**config.mk**
```make
export PLATFORM = sky130hd
export DESIGN_NAME = ps2_keypad_entry
export DESIGN_NICKNAME = d
export VERILOG_FILES = /design/src/rtl/ps2_pkg.sv /design/src/rtl/ps2_frame_rx.sv /design/src/rtl/ps2_keypad_entry.sv
export SDC_FILE = /design/constraint.sdc
export NUM_CORES = 1
export LEC_CHECK = 0
export ABC_AREA = 1
export ABC_CLOCK_PERIOD_IN_PS = 7600
export BUFFER_PORTS_ARGS = -buffer_cell sky130_fd_sc_hd__clkbuf_2
export CAP_MARGIN = 20
export CORE_UTILIZATION = 40
export CTS_CLUSTER_DIAMETER = 80
export DETAILED_ROUTE_END_ITERATION = 12
export PLACE_DENSITY = 0.59
export SYNTH_ARGS = -nofsm -noshare
export SYNTH_HDL_FRONTEND = slang
export SYNTH_HIERARCHICAL = 1
export SYNTH_SLANG_ARGS = --single-unit
```
**constraint.sdc**
```tcl
create_clock -name CLK -period 7.6 [get_ports CLK]
set_input_delay 0.76 -clock CLK [delete_from_list [all_inputs] [get_ports CLK]]
set_output_delay 0.76 -clock CLK [all_outputs]
set_load 0.1 [all_outputs]
```
**src/rtl/ps2_pkg.sv**
```systemverilog
// Scan codes, entry FSM encoding and scan-code-to-BCD helper for the PS/2 number-entry block.
// PS2_NUMPAD_EN adds the numeric keypad codes to the digit table.
package ps2_pkg;

    localparam logic [7:0] SC_BRK   = 8'hF0;
    localparam logic [7:0] SC_EXT   = 8'hE0;
    localparam logic [7:0] SC_ENTER = 8'h5A;
    localparam logic [7:0] SC_BKSP  = 8'h66;
    localparam logic [7:0] SC_ESC   = 8'h76;

    localparam logic [7:0] SC_D0 = 8'h45;
    localparam logic [7:0] SC_D1 = 8'h16;
    localparam logic [7:0] SC_D2 = 8'h1E;
    localparam logic [7:0] SC_D3 = 8'h26;
    localparam logic [7:0] SC_D4 = 8'h25;
    localparam logic [7:0] SC_D5 = 8'h2E;
    localparam logic [7:0] SC_D6 = 8'h36;
    localparam logic [7:0] SC_D7 = 8'h3D;
    localparam logic [7:0] SC_D8 = 8'h3E;
    localparam logic [7:0] SC_D9 = 8'h46;

`ifdef PS2_NUMPAD_EN
    localparam logic [7:0] SC_KP0 = 8'h70;
    localparam logic [7:0] SC_KP1 = 8'h69;
    localparam logic [7:0] SC_KP2 = 8'h72;
    localparam logic [7:0] SC_KP3 = 8'h7A;
    localparam logic [7:0] SC_KP4 = 8'h6B;
    localparam logic [7:0] SC_KP5 = 8'h73;
    localparam logic [7:0] SC_KP6 = 8'h74;
    localparam logic [7:0] SC_KP7 = 8'h6C;
    localparam logic [7:0] SC_KP8 = 8'h75;
    localparam logic [7:0] SC_KP9 = 8'h7D;
`endif

    typedef enum logic {
        ENTRY = 1'b0,
        HOLD  = 1'b1
    } entry_state_t;

    typedef struct packed {
        logic       valid;
        logic [3:0] bcd;
    } digit_t;

    function automatic digit_t scan_to_digit(input logic [7:0] code);
        digit_t r;
        r = '0;
        case (code)
            SC_D0:  r = '{1'b1, 4'd0};
            SC_D1:  r = '{1'b1, 4'd1};
            SC_D2:  r = '{1'b1, 4'd2};
            SC_D3:  r = '{1'b1, 4'd3};
            SC_D4:  r = '{1'b1, 4'd4};
            SC_D5:  r = '{1'b1, 4'd5};
            SC_D6:  r = '{1'b1, 4'd6};
            SC_D7:  r = '{1'b1, 4'd7};
            SC_D8:  r = '{1'b1, 4'd8};
            SC_D9:  r = '{1'b1, 4'd9};
`ifdef PS2_NUMPAD_EN
            SC_KP0: r = '{1'b1, 4'd0};
            SC_KP1: r = '{1'b1, 4'd1};
            SC_KP2: r = '{1'b1, 4'd2};
            SC_KP3: r = '{1'b1, 4'd3};
            SC_KP4: r = '{1'b1, 4'd4};
            SC_KP5: r = '{1'b1, 4'd5};
            SC_KP6: r = '{1'b1, 4'd6};
            SC_KP7: r = '{1'b1, 4'd7};
            SC_KP8: r = '{1'b1, 4'd8};
            SC_KP9: r = '{1'b1, 4'd9};
`endif
            default: r = '0;
        endcase
        return r;
    endfunction

endpackage

```
**src/rtl/ps2_frame_rx.sv**
```systemverilog
// PS/2 frame receiver: input synchronisers, falling-edge detect, 11-bit framing with
// odd-parity/start/stop checks and a watchdog that drops stalled partial frames.
module ps2_frame_rx #(
    parameter int TIMEOUT_CYC = 50000
) (
    input  logic       CLK,
    input  logic       reset,
    input  logic       PS2_CLK,
    input  logic       PS2_DATA,
    output logic [7:0] rx_byte,
    output logic       byte_vld,
    output logic       frm_err
);

    localparam int WD_W = $clog2(TIMEOUT_CYC + 1);
    localparam logic [WD_W-1:0] WD_LAST = WD_W'(TIMEOUT_CYC - 1);

    logic [1:0]      clk_sync;
    logic [1:0]      dat_sync;
    logic            clk_prev;
    logic            fall;
    logic [3:0]      bit_cnt;
    logic [9:0]      shift;     // {parity, D7..D0, start} once ten bits are in
    logic [WD_W-1:0] wd_cnt;

    assign fall = clk_prev & ~clk_sync[1];

    // NOTE: sequential state uses non-blocking assignments so every flop samples
    // the pre-edge value of the others; blocking here would collapse the synchroniser.
    always_ff @(posedge CLK) begin
        if (reset) begin
            clk_sync <= 2'b11;
            dat_sync <= 2'b11;
            clk_prev <= 1'b1;
            bit_cnt  <= '0;
            shift    <= '0;
            wd_cnt   <= '0;
            rx_byte  <= '0;
            byte_vld <= 1'b0;
            frm_err  <= 1'b0;
        end else begin
            clk_sync <= {clk_sync[0], PS2_CLK};
            dat_sync <= {dat_sync[0], PS2_DATA};
            clk_prev <= clk_sync[1];
            byte_vld <= 1'b0;
            frm_err  <= 1'b0;

            if (fall) begin
                wd_cnt <= '0;
                if (bit_cnt == 4'd10) begin
                    bit_cnt <= '0;
                    // Stop bit is the live sample; odd parity over data plus parity bit.
                    if (!shift[0] && dat_sync[1] && (^shift[9:1])) begin
                        rx_byte  <= shift[8:1];
                        byte_vld <= 1'b1;
                    end else begin
                        frm_err <= 1'b1;
                    end
                end else begin
                    bit_cnt <= bit_cnt + 4'd1;
                    shift   <= {dat_sync[1], shift[9:1]};
                end
            end else if (bit_cnt != '0) begin
                if (wd_cnt == WD_LAST) begin
                    bit_cnt <= '0;
                    wd_cnt  <= '0;
                end else begin
                    wd_cnt <= wd_cnt + 1'b1;
                end
            end else begin
                wd_cnt <= '0;
            end
        end
    end

endmodule

```
**src/rtl/ps2_keypad_entry.sv**
```systemverilog
// PS/2 number entry: decodes key releases into digits/edit commands and assembles an
// NDIG-digit BCD number offered with a valid/ack handshake. Option macro: PS2_NUMPAD_EN.
module ps2_keypad_entry
    import ps2_pkg::*;
#(
    parameter int NDIG        = 3,
    parameter int TIMEOUT_CYC = 50000
) (
    input  logic              CLK,
    input  logic              reset,
    input  logic              PS2_CLK,
    input  logic              PS2_DATA,
    input  logic              iNumAck,
    output logic [4*NDIG-1:0] oDigits,
    output logic [3:0]        oCount,
    output logic              oNumRdy,
    output logic              oErr,
    output logic [7:0]        oLED
);

    localparam logic [3:0] CNT_FULL = 4'(NDIG);

    logic [7:0]   rx_byte;
    logic         byte_vld;
    logic         frm_err;
    logic         brk;
    logic         ext;
    digit_t       dig;
    logic         act_digit;
    logic         act_bksp;
    logic         act_esc;
    logic         act_enter;
    entry_state_t state;
    entry_state_t state_nxt;

    ps2_frame_rx #(
        .TIMEOUT_CYC(TIMEOUT_CYC)
    ) u_rx (
        .CLK      (CLK),
        .reset    (reset),
        .PS2_CLK  (PS2_CLK),
        .PS2_DATA (PS2_DATA),
        .rx_byte  (rx_byte),
        .byte_vld (byte_vld),
        .frm_err  (frm_err)
    );

    assign oErr = frm_err;

    // Prefix tracking; flags survive only until the next non-prefix byte.
    always_ff @(posedge CLK) begin
        if (reset) begin
            brk  <= 1'b0;
            ext  <= 1'b0;
            oLED <= '0;
        end else if (byte_vld) begin
            oLED <= rx_byte;
            if (rx_byte == SC_EXT) begin
                ext <= 1'b1;
            end else if (rx_byte == SC_BRK) begin
                brk <= 1'b1;
            end else begin
                brk <= 1'b0;
                ext <= 1'b0;
            end
        end
    end

    // NOTE: every signal driven here gets a default first, so no path leaves it
    // unassigned and no latch is inferred.
    always_comb begin
        dig       = scan_to_digit(rx_byte);
        act_digit = 1'b0;
        act_bksp  = 1'b0;
        act_esc   = 1'b0;
        act_enter = 1'b0;
        if (byte_vld && brk && rx_byte != SC_EXT && rx_byte != SC_BRK) begin
            if (!ext) begin
                act_digit = dig.valid;
                act_bksp  = (rx_byte == SC_BKSP);
                act_esc   = (rx_byte == SC_ESC);
                act_enter = (rx_byte == SC_ENTER);
            end
`ifdef PS2_NUMPAD_EN
            else begin
                act_enter = (rx_byte == SC_ENTER);
            end
`endif
        end
    end

    always_ff @(posedge CLK) begin
        if (reset) begin
            state <= ENTRY;
        end else begin
            state <= state_nxt;
        end
    end

    always_comb begin
        state_nxt = state;
        case (state)
            ENTRY: if (act_enter && oCount == CNT_FULL) state_nxt = HOLD;
            HOLD:  if (iNumAck) state_nxt = ENTRY;
            default: state_nxt = ENTRY;
        endcase
    end

    always_comb begin
        oNumRdy = (state == HOLD);
    end

    // NOTE: the digit vector is ordinary flops feeding an output, so it is reset
    // with everything else rather than left undefined like a RAM would be.
    always_ff @(posedge CLK) begin
        if (reset) begin
            oCount  <= '0;
            oDigits <= '0;
        end else if (state == HOLD) begin
            if (iNumAck) begin
                oCount  <= '0;
                oDigits <= '0;
            end
        end else if (act_digit) begin
            if (oCount < CNT_FULL) begin
                oDigits[int'(oCount)*4 +: 4] <= dig.bcd;
                oCount                       <= oCount + 4'd1;
            end
        end else if (act_bksp) begin
            if (oCount != '0) begin
                oDigits[(int'(oCount)-1)*4 +: 4] <= 4'd0;
                oCount                           <= oCount - 4'd1;
            end
        end else if (act_esc) begin
            oCount  <= '0;
            oDigits <= '0;
        end
    end

endmodule
```
* Yosys cells after proc, flatten, opt, wreduce, memory -nomap -nowiden *
Index checks and enable logic that the tools add are counted.

word-level totals
  flip-flop bits (word level) = 72
  input port bits = 5
  output and inout port bits = 26
  logic and storage cells = 116

operators by class
  add/sub/neg operators = 7
  magnitude comparators = 1
  equal/unequal tests = 24
  shift operators = 4
  muxes and demuxes = 37
  bitwise logic cells = 7
  reduce and logical (&&, ||, !) cells = 21

operators with widths
  operator                                                                        number
  12-bit 2-to-1 mux                                                               7
  4-bit by 33-bit variable shift with 12-bit output (first input constant)        2
  5-bit one-hot mux with 10 select lines                                          1
  8-bit by 6-bit == test with 1-bit output (second input constant)                6
  4-bit 2-to-1 mux                                                                11
  8-bit by 7-bit == test with 1-bit output (second input constant)                5
  6-bit negation with 33-bit output                                               1
  7-bit negation with 33-bit output                                               1
  4-bit by 33-bit variable part select with 12-bit output                         1
  4-bit by 33-bit variable part select with 12-bit output (first input constant)  1
  12-bit bitwise mux                                                              2
  16-bit by 1-bit adder with 16-bit output (second input constant)                1
  16-bit == test (second input constant)                                          1
  8-bit by 5-bit == test with 1-bit output (second input constant)                2
  8-bit == test (second input constant)                                           2
  8-bit != test (second input constant)                                           2
  1-bit 2-to-1 mux                                                                15
  4-bit nonzero test                                                              3
  9-bit XOR reduction                                                             1
  4-bit by 1-bit adder with 4-bit output (second input constant)                  2
  2-bit AND reduction                                                             4
  1-bit logical AND                                                               6
  1-bit inverter                                                                  6
  4-bit by 1-bit subtractor with 5-bit output (second input constant)             1
  other kinds (15)                                                                17

* Longest topological paths before layout *
Gate-level depths: netlist of run 1.

  word-level depth = 8
  depth in mapped cells = 19
  depth with buffers taken out = 19

* Cells and area by module *
The synthesis of run 1 kept the hierarchy.

by module, submodules not included
  module            times used  cells each  area each (um2)  sequential area each (um2)
  ps2_frame_rx      1           289         2094.5           900.9
  ps2_keypad_entry  1           308         1944.4           540.5

* Worst setup path after synthesis of run 1 *
OpenSTA, ideal clock, no wires.

  kind = register to register
  from = reg oCount[1]
  to = reg oDigits[3]
  setup time = 117 ps
  arrival = 3153 ps
  data required time = 7483 ps
  slack = 4330 ps
  stages on the path, launching flop included = 18
  path buffers = 0
  clock period less this slack = 3270 ps
  path through = dfxtp_1 -> inv_1 -> ha_1 -> nand2_1 -> nor2_4 -> nand2_1 -> ha_1 -> inv_1 -> nor4_1 -> nand3_1 -> nor2_1 -> nand2_1 -> nand2_1 -> o21ai_1 -> nor2_2 -> nand2_1 -> nand2_1 -> nor2_1

on the way
  cells in the longest elaborated chain, start to end = 8
  elaborated cells between the ends (all ways) = 19
  those cells by class = add/sub (3); order compare (1); eq/ne (2); shift (4); mux (7); reduce/logical (2)

ends and longest elaborated chain
  item                                                                                                                                 line                     source
  start: declaration                                                                                                                   ps2_keypad_entry.sv:15   output logic [3:0] oCount,
  start signal: assignment                                                                                                             ps2_keypad_entry.sv:127  oCount <= oCount + 4'd1;
  start signal: assignment                                                                                                             ps2_keypad_entry.sv:132  oCount <= oCount - 4'd1;
  4-bit by 1-bit subtractor with 5-bit output                                                                                          ps2_keypad_entry.sv:131  oDigits[(int'(oCount)-1)*4 +: 4] <= 4'd0;
  7-bit negation with 33-bit output                                                                                                    ps2_keypad_entry.sv:131
  4-bit by 33-bit variable part select with 12-bit output / 4-bit by 33-bit variable shift with 12-bit output (equally long branches)  ps2_keypad_entry.sv:131
  12-bit bitwise mux                                                                                                                   ps2_keypad_entry.sv:131
  12-bit 2-to-1 mux                                                                                                                    ps2_keypad_entry.sv:130  if (oCount != '0) begin
  12-bit 2-to-1 mux                                                                                                                    ps2_keypad_entry.sv:129  end else if (act_bksp) begin
  12-bit 2-to-1 mux                                                                                                                    ps2_keypad_entry.sv:124  end else if (act_digit) begin
  12-bit 2-to-1 mux                                                                                                                    ps2_keypad_entry.sv:119  end else if (state == HOLD) begin
  end signal: indexed assignment                                                                                                       ps2_keypad_entry.sv:126  oDigits[int'(oCount)*4 +: 4] <= dig.bcd;
  end: declaration                                                                                                                     ps2_keypad_entry.sv:14   output logic [4*NDIG-1:0] oDigits,

Parallel ways exist; a longest one is shown, timed or not. The select of a mux whose other input is x is not followed.
A chain may end at the register's enable or synchronous reset.

* Final worst setup path of run 1 *
  from = reg oCount[0]
  to = reg oDigits[3]

The elaborated chain is that of the path after synthesis.

==> flow_summary.toml, run 1 <==
[placement]
port_buffers = 30
dpl-instance-area_sq_mm = 0.00431
dp.cells = 750
dp_hpwl_microns = 6400
gp_congestion = 0.874

[clock_tree]
cts.path.max_buffers = 2
tritoncts = "yes"
cts.clk_slew.worst_paths_ns = 0.09
cts_resized = 0
postCtsSetupRepairBufs = 0
clkSinkCount = 72
cts_made_buffers = 9
insertion_delay_ns = 0.35
cts_max_level = 3
holdBufCountCts = 0
root_buffer = "clkbuf_8"

[floorplanning]
start_util = 0.413
die_y_microns = 102
rows = 36
die_area_sq_mm = 0.0105
num_io_pins = 31
die_w_microns = 102
coreArea_sq_mm = 0.00977

[logic_synthesis]
async_reset_ff_frac = 0
syn_area_sq_mm = 0.00404
syn-instance-count = 597
ys_seq_elements = 72
syn-mean-instance-area_sq_um = 6.77
ys_warn_count = 6
ys_types = 41
synth_edf_count = 0
synthTopCellsByArea = "dfxtp_1 36%, nand2_1 13%, inv_1 7.2%, nor2_1 7.0%, ha_1 4.0%"
synth_fp_nets = 615
synth_ff_type = "dfxtp_1"
synth_top_area_share = 0.357
ys_seq_area_frac = 0.357
synth_largest_area_cell = "dfxtp_1"

[global_routing]
grt.overflow.total = 0
grt_pass1_wl_microns = 14900
grt_pass1_vias = 3406
grt_max_degree = 26
antenna_found_initial = 0
grtUsageTotal = 0.179

[worst_setup_path]
critPathCaptureType = "register"
worstPathArrival_ns = 3.19
startpoint_type = "register"
critical_path_class = "reg -> reg"
critical_path.max_fanout = 8
crit_required_ns = 7.84

[detailed_routing]
drt_iter0_drc = 120
drtPass1Iterations = 4
ant_nets = 0
drc = 0
drt_wl_total_microns = 8530
via_per_inst = 4.81
detail_route.wl_per_cell_microns = 11.1
route.vias.total = 3683

[run_status]
status = "finished, final reports clean"

[sta]
skew_ns = 0.0212
worst_pin_slew_ns = 0.779
max_slew_margin = 0.480
post-route-min-period_ns = 2.95
finalSetupViolations = 0
final_max_slew_viol_count = 0
hold_viol_final = 0
fin_crit_sh = 0.388
fmax_ghz = 0.339
hold_slack_ns = 0.408
fin_setup_tns_ns = 0
rsz0062_at_grt = "no"

[finish]
drive_above_1_share = 0.171
fin_cells = 766
nNetsFinal = 646
stdcell_area_sq_mm = 0.00450
final_common_cell = "nand2_1"
nFillCells = 1037
mostFrequentLayoutCells = "138 x nand2_1, 78 x inv_1, 75 x nor2_1"
multi_input_area_sq_mm = 0.00220
regArea_sq_mm = 0.00144
post-route-util = 0.461
antenna_cells = 0
synthToLayoutAreaGrowth_pct = 11.5

[run]
cap_violations = 0

[power]
power_density_mw_per_mm2 = 162
irDropWorstVdd_v = 0.0000718
p_leak_nw = 1.99

[worst_hold_path]
hp-class = "reg -> reg"
critical path: stages, from the launching register on:
cell and delay, ns:
dfxtp_1 0.51, inv_2 0.12, ha_1 0.22, inv_1 0.06, or2_1 0.11, nand2_2 0.09, inv_1 0.13, nand3_1 0.10
ha_1 0.29, inv_1 0.05, nor4_1 0.25, nand3_1 0.10, nor2_1 0.11, nand2_1 0.05, nand2_1 0.05, o21ai_1 0.07
nor2_2 0.28, nand2_1 0.10, nand2_1 0.08, nor2_1 0.06
path summary, 6_finish.rpt:
kind,from,to,slack [ns],cells past startpoint
worst min-delay path,u_rx/clk_sync[0],u_rx/clk_sync[1],0.41,1
worst max-delay path,oCount[0],oDigits[3],4.65,19
worst min register to register,u_rx/clk_sync[0],u_rx/clk_sync[1],0.41,1
worst max register to register,oCount[0],oDigits[3],4.65,19
layout make-up:
| type | count | area share |
|---|---|---|
| multi-input combinational | 423 | 0.489 |
| sequential | 72 | 0.320 |
| inverter | 92 | 0.0767 |
| tap | 133 | 0.0370 |
| timing repair buffer | 30 | 0.0334 |
| clock buffer | 9 | 0.0275 |
| clock inverter | 7 | 0.0161 |
Yosys cell counts, types with 6 or more instances:
| library cell | number |
|---|---|
| o21ai_1 | 8 |
| or2_2 | 7 |
| nand2_1 | 138 |
| nand2_2 | 12 |
| o21ai_0 | 26 |
| nor2_2 | 9 |
| nor3_1 | 15 |
| inv_1 | 78 |
| nand3_2 | 6 |
| nor2_1 | 75 |
| a21oi_1 | 31 |
| nand4_1 | 21 |
| dfxtp_1 | 72 |
| ha_1 | 13 |
| inv_2 | 14 |
| nand3_1 | 25 |
through the flow:
stage / setup slack (ns) / total power (W)
floorplan: 4.33 / 0.000424
global placement: 4.89 / 0.000430
detailed placement: 4.70 / 0.000431
CTS: 4.68 / 0.000741
global route: 4.34 / 0.000762
finish: 4.65 / 0.000729
logic make-up after synthesis:
kind of cell / Yosys count / share of synthesized area
AND/OR/NAND/NOR: 328 / 0.390
buffers and inverters: 102 / 0.0979
AO/OA/AOI/OAI: 73 / 0.0951
flip-flops: 72 / 0.357
adder cells (fa/ha/maj): 13 / 0.0403
XOR/XNOR: 9 / 0.0195
sequential cells by signal, indices dropped and copies added, names as in the netlist:
signal and cells:
brk 1, u_rx/clk_sync 2, u_rx/byte_vld 1, u_rx/bit_cnt 4, u_rx/rx_byte 8, u_rx/shift 10, ext 1, oCount 4
oLED 8, u_rx/wd_cnt 16, u_rx/clk_prev 1, u_rx/dat_sync 2, oNumRdy 1, oDigits 12, u_rx/frm_err 1
power breakdown:
part	total [W]	leakage [nW]	switching, W	internal (W)
clock	0.000307	0.0952	0.000155	0.000152
sequential	0.000384	0.582	0.00000298	0.000381
combinational	0.0000380	1.32	0.0000265	0.0000115
routing by layer:
metal | track usage | share of wire
met5 | 0 | 0
met4 | 0.0549 | 0.0082
met3 | 0.0328 | 0.026
met2 | 0.323 | 0.49
met1 | 0.214 | 0.48
Power figures use the tool's default switching activity.
==> run 2, diff against run 1 <==
ABC_CLOCK_PERIOD_IN_PS = 2500   (was 7600)
PLACE_DENSITY = 0.61   (was 0.59)
clock period = 2.5 ns   (was 7.6 ns; I/O delays follow)
==> flow_summary.toml, run 2 (synthesized netlist as in run 1, its figures left out) <==
[worst_setup_path]
worstPathArrival_ns = 2.71
critical_path_class = "reg -> reg"
critPathCaptureType = "register"
critical_path.max_fanout = 8
crit_required_ns = 2.75
startpoint_type = "register"
r2r_slack_ns = 0.05

[sta]
post-route-min-period_ns = 2.45
worst_pin_slew_ns = 0.766
hold_slack_ns = 0.0797
max_slew_margin = 0.489
rsz0062_at_grt = "yes"
fin_crit_sh = 0.982
finalSetupViolations = 0
fmax_ghz = 0.407
hold_viol_final = 0
skew_ns = 0.00860
setup_slack_ns = 0.0453
final_max_slew_viol_count = 0
fin_setup_tns_ns = 0

[clock_tree]
tritoncts = "yes"
root_buffer = "clkbuf_8"
insertion_delay_ns = 0.35
cts.path.max_buffers = 2
cts.clk_slew.worst_paths_ns = 0.08
cts_max_level = 3
clkSinkCount = 72
cts_made_buffers = 9

[floorplanning]
die_w_microns = 102
start_util = 0.413
num_io_pins = 31
coreArea_sq_mm = 0.00977
rows = 36
die_area_sq_mm = 0.0105
die_y_microns = 102

[placement]
dp_hpwl_microns = 6510
port_buffers = 30
gp_congestion = 0.851
dpl-instance-area_sq_mm = 0.00438
post-place-ws_ns = -0.0304

[detailed_routing]
via_per_inst = 4.74
drt_wl_total_microns = 8610
drtPass1Iterations = 5
ant_nets = 0
route.vias.total = 3699
detail_route.wl_per_cell_microns = 11.0
drt_iter0_drc = 109
drc = 0

[finish]
antenna_cells = 0
final_common_cell = "nand2_1"
nNetsFinal = 660
mostFrequentLayoutCells = "132 x nand2_1, 75 x nor2_1, 73 x inv_1"
largest_reg_flops = 16
drive_above_1_share = 0.229
stdcell_area_sq_mm = 0.00478
synthToLayoutAreaGrowth_pct = 18.4
largestRegisters = "u_rx/wd_cnt x16, oDigits x12, u_rx/shift x10"
largest-register = "u_rx/wd_cnt"

[global_routing]
grt.overflow.total = 0
grt_pass1_vias = 3494
grt_pass1_wl_microns = 14900
grtUsageTotal = 0.181
antenna_found_initial = 0
grt_max_degree = 26

[worst_hold_path]
hp-class = "in -> reg"

[power]
power_density_mw_per_mm2 = 504
p_leak_nw = 2.10
irDropWorstVdd_v = 0.000303

[run]
cap_violations = 0

[run_status]
status = "finished, final reports clean"
-- run 2: layout make-up --
cell class,instances,area [sq um]
inverter,92,355
tap,133,166
clock buffer,12,176
timing repair buffer,44,263
sequential,72,1450
multi-input combinational,423,2300
fill,1004,4990
clock inverter,4,71.3
-- run 2: worst max-delay path, cell delays in order (launching register included) --
cell and delay (ns):
dfxtp_4 0.37, inv_6 0.04, ha_4 0.15, inv_2 0.04, or2_1 0.10, nand2_2 0.10, nor2_4 0.13, nand2_1 0.07
ha_1 0.27, inv_1 0.09, nand4_1 0.10, nor3_2 0.14, nand3_2 0.13, o21ai_2 0.14, o21ai_2 0.11, nor2_8 0.17
nand2_1 0.07, nand2_1 0.06, nor2_1 0.05
-- run 2: metrics by stage --
step           utilization  cells  total power [W]
2_1_floorplan            -    597          0.00129
3_3_place_gp         0.448    757          0.00131
3_5_place_dp         0.448    757          0.00131
4_1_cts              0.477    776          0.00245
5_1_grt              0.489    780          0.00251
6_report             0.489    780          0.00241
-- run 2: metal layers --
metal / up-vias / track usage / part of all wire
met5: - / 0 / 0
met2: 45 / 0.309 / 0.48
li1: 1989 / - / -
met3: 11 / 0.0363 / 0.021
met1: 1654 / 0.220 / 0.48
met4: 0 / 0.0780 / 0.017
-- run 2: where the power goes --
part / internal (W) / switching, W / total, W
clock network: 0.000676 / 0.000447 / 0.00112
registers: 0.00116 / 0.00000918 / 0.00117
logic: 0.0000370 / 0.0000814 / 0.000118
-- run 2: path summary, 6_finish.rpt --
check,from,endpoint,cells past startpoint
setup reg to reg,oCount[0],oDigits[5],18
setup / recovery,oCount[0],oDigits[5],18
hold reg to reg,u_rx/dat_sync[0],u_rx/dat_sync[1],1
hold / removal,PS2_CLK,u_rx/clk_sync[0],2
-- run 2: timing repair --
action,in CTS,in global routing
gates cloned,0,0
resized for setup,2,23
hold buffers,0,0
endpoints found under the setup margin,11,12
endpoints found under the hold margin,0,0
pin swaps,4,18
buffers inserted,3,4
==> run 3, diff against run 2 <==
==> constraint.sdc (replaced) <==
create_clock -name CLK -period 2.5 [get_ports CLK]
set_input_delay 0.625 -clock CLK [delete_from_list [all_inputs] [get_ports CLK]]
set_output_delay 0.625 -clock CLK [all_outputs]
set_load 0.1 [all_outputs]
==> flow_summary.toml, run 3 (synthesized netlist as in run 1, its figures left out) <==
[worst_hold_path]
hold_end = "u_rx/clk_sync[1]"
hold_start = "u_rx/clk_sync[0]"
min_path_cells = 1
hp-class = "reg -> reg"

[sta]
setup_slack_ns = -0.00307
final_max_slew_viol_count = 0
hold_viol_final = 0
worst_pin_slew_ns = 0.562
post-route-min-period_ns = 2.50
finalSetupViolations = 2
hold_slack_ns = 0.412
fmax_ghz = 0.400
skew_ns = 0.0120
rsz0062_at_grt = "yes"
max_slew_margin = 0.627
fin_crit_sh = 1.00

[floorplanning]
die_y_microns = 102
start_util = 0.413
num_io_pins = 31
coreArea_sq_mm = 0.00977
die_area_sq_mm = 0.0105
rows = 36
die_w_microns = 102

[run_status]
status = "complete, but fails checks"
violations = "setup timing"

[finish]
largest_reg_flops = 16
antenna_cells = 0
final_common_cell = "nand2_1"
fin_cells = 783
drive_above_1_share = 0.231
mostFrequentLayoutCells = "136 x nand2_1, 73 x inv_1, 72 x nor2_1"
nFillCells = 1025
largest-register = "u_rx/wd_cnt"
nNetsFinal = 663
largestRegisters = "u_rx/wd_cnt x16, oDigits x12, u_rx/shift x10"
synthToLayoutAreaGrowth_pct = 19.4

[global_routing]
grt_max_degree = 22
grt_pass1_wl_microns = 15400
grt.overflow.total = 0
grt_pass1_vias = 3523
grtUsageTotal = 0.187
antenna_found_initial = 0

[clock_tree]
cts_made_buffers = 9
clkSinkCount = 72
cts.clk_slew.worst_paths_ns = 0.08
cts.path.max_buffers = 2
tritoncts = "yes"
insertion_delay_ns = 0.36
root_buffer = "clkbuf_8"
holdBufCountCts = 0
cts_max_level = 3

[run]
cap_violations = 0

[power]
p_leak_nw = 2.12
irDropWorstVdd_v = 0.000259
power_density_mw_per_mm2 = 515

[worst_setup_path]
critical_path.max_fanout = 6
worstPathArrival_ns = 2.80
crit_required_ns = 2.80
reg2reg_from = "oCount[1]"
critical_path_class = "reg -> reg"
startpoint_type = "register"
ff2ff_path_depth = 17
r2r_slack_ns = -0.003
critPathCaptureType = "register"
timing.rr.end = "oDigits[2]"

[placement]
port_buffers = 30
dp.cells = 759
gp_congestion = 0.863
dp_hpwl_microns = 6610

[detailed_routing]
ant_nets = 0
via_per_inst = 4.80
drc = 0
drt_wl_total_microns = 8990
drtPass1Iterations = 4
route.vias.total = 3755
detail_route.wl_per_cell_microns = 11.5
drt_iter0_drc = 126
-- run 3: how the worst max path moves through the flow --
stage               startpoint    endpoint  slack [ns]  cells after the start
floorplan            oCount[0]  oDigits[3]       -0.05                     19
global placement     oCount[1]  oDigits[3]        0.02                     19
detailed placement   oCount[1]  oDigits[8]       -0.03                     18
CTS                  oCount[0]  oDigits[8]       0.003                     18
global route         oCount[0]  oDigits[2]       -0.21                     19
finish               oCount[1]  oDigits[2]      -0.003                     17
-- run 3: through the flow --
| stage | setup WS, ns | total power (W) | TNS (ns) | utilization | instance area (sq um) |
|---|---|---|---|---|---|
| after floorplan | -0.0529 | 0.00129 | -0.506 | - | 4060 |
| after global placement | 0.0248 | 0.00131 | 0 | 0.450 | 4400 |
| after detailed placement | -0.0344 | 0.00131 | -0.148 | 0.450 | 4400 |
| after CTS | 0.00259 | 0.00251 | 0 | 0.481 | 4700 |
| after global routing | -0.214 | 0.00258 | -1.68 | 0.493 | 4820 |
| final | -0.00307 | 0.00248 | -0.00613 | 0.493 | 4820 |
-- run 3: metal layers --
metal	global-route usage	part of all wire	wire length, microns
met2	0.326	0.49	4450
met3	0.0308	0.024	212
met4	0.0901	0.019	167
met1	0.222	0.46	4160
met5	0	0	0
-- run 3: critical path, cell delays in order (launching register included) --
cell	delay, ns
dfxtp_4	0.38
inv_4	0.04
ha_4	0.27
nand2_1	0.11
nor2_4	0.16
nand2_1	0.07
ha_1	0.30
inv_2	0.05
nor4_2	0.27
nand3_1	0.10
nor2_1	0.11
nand2_1	0.06
nand2_1	0.07
o21ai_2	0.07
nor2_4	0.16
buf_6	0.13
nor2_2	0.03
nor2_1	0.07
-- run 3: what timing repair did --
action / in CTS / in global routing
buffers inserted: 4 / 4
setup endpoints to repair: 11 / 12
resized for setup: 4 / 19
pin swaps: 7 / 19
-- run 3: final cells by class --
type	count	area [sq um]	share of cell area
clock buffer	11	163	0.0337
clock inverter	5	100	0.0208
inverter	92	353	0.0732
multi-input combinational	423	2300	0.478
sequential	72	1450	0.301
tap	133	166	0.0345
timing repair buffer	47	285	0.0591
-- run 3: where the power goes --
part | switching [W] | total [W] | internal, W
Clock | 0.000450 | 0.00120 | 0.000747
Combinational | 0.0000825 | 0.000120 | 0.0000378
Sequential | 0.00000910 | 0.00117 | 0.00116
Total | 0.000542 | 0.00248 | 0.00194
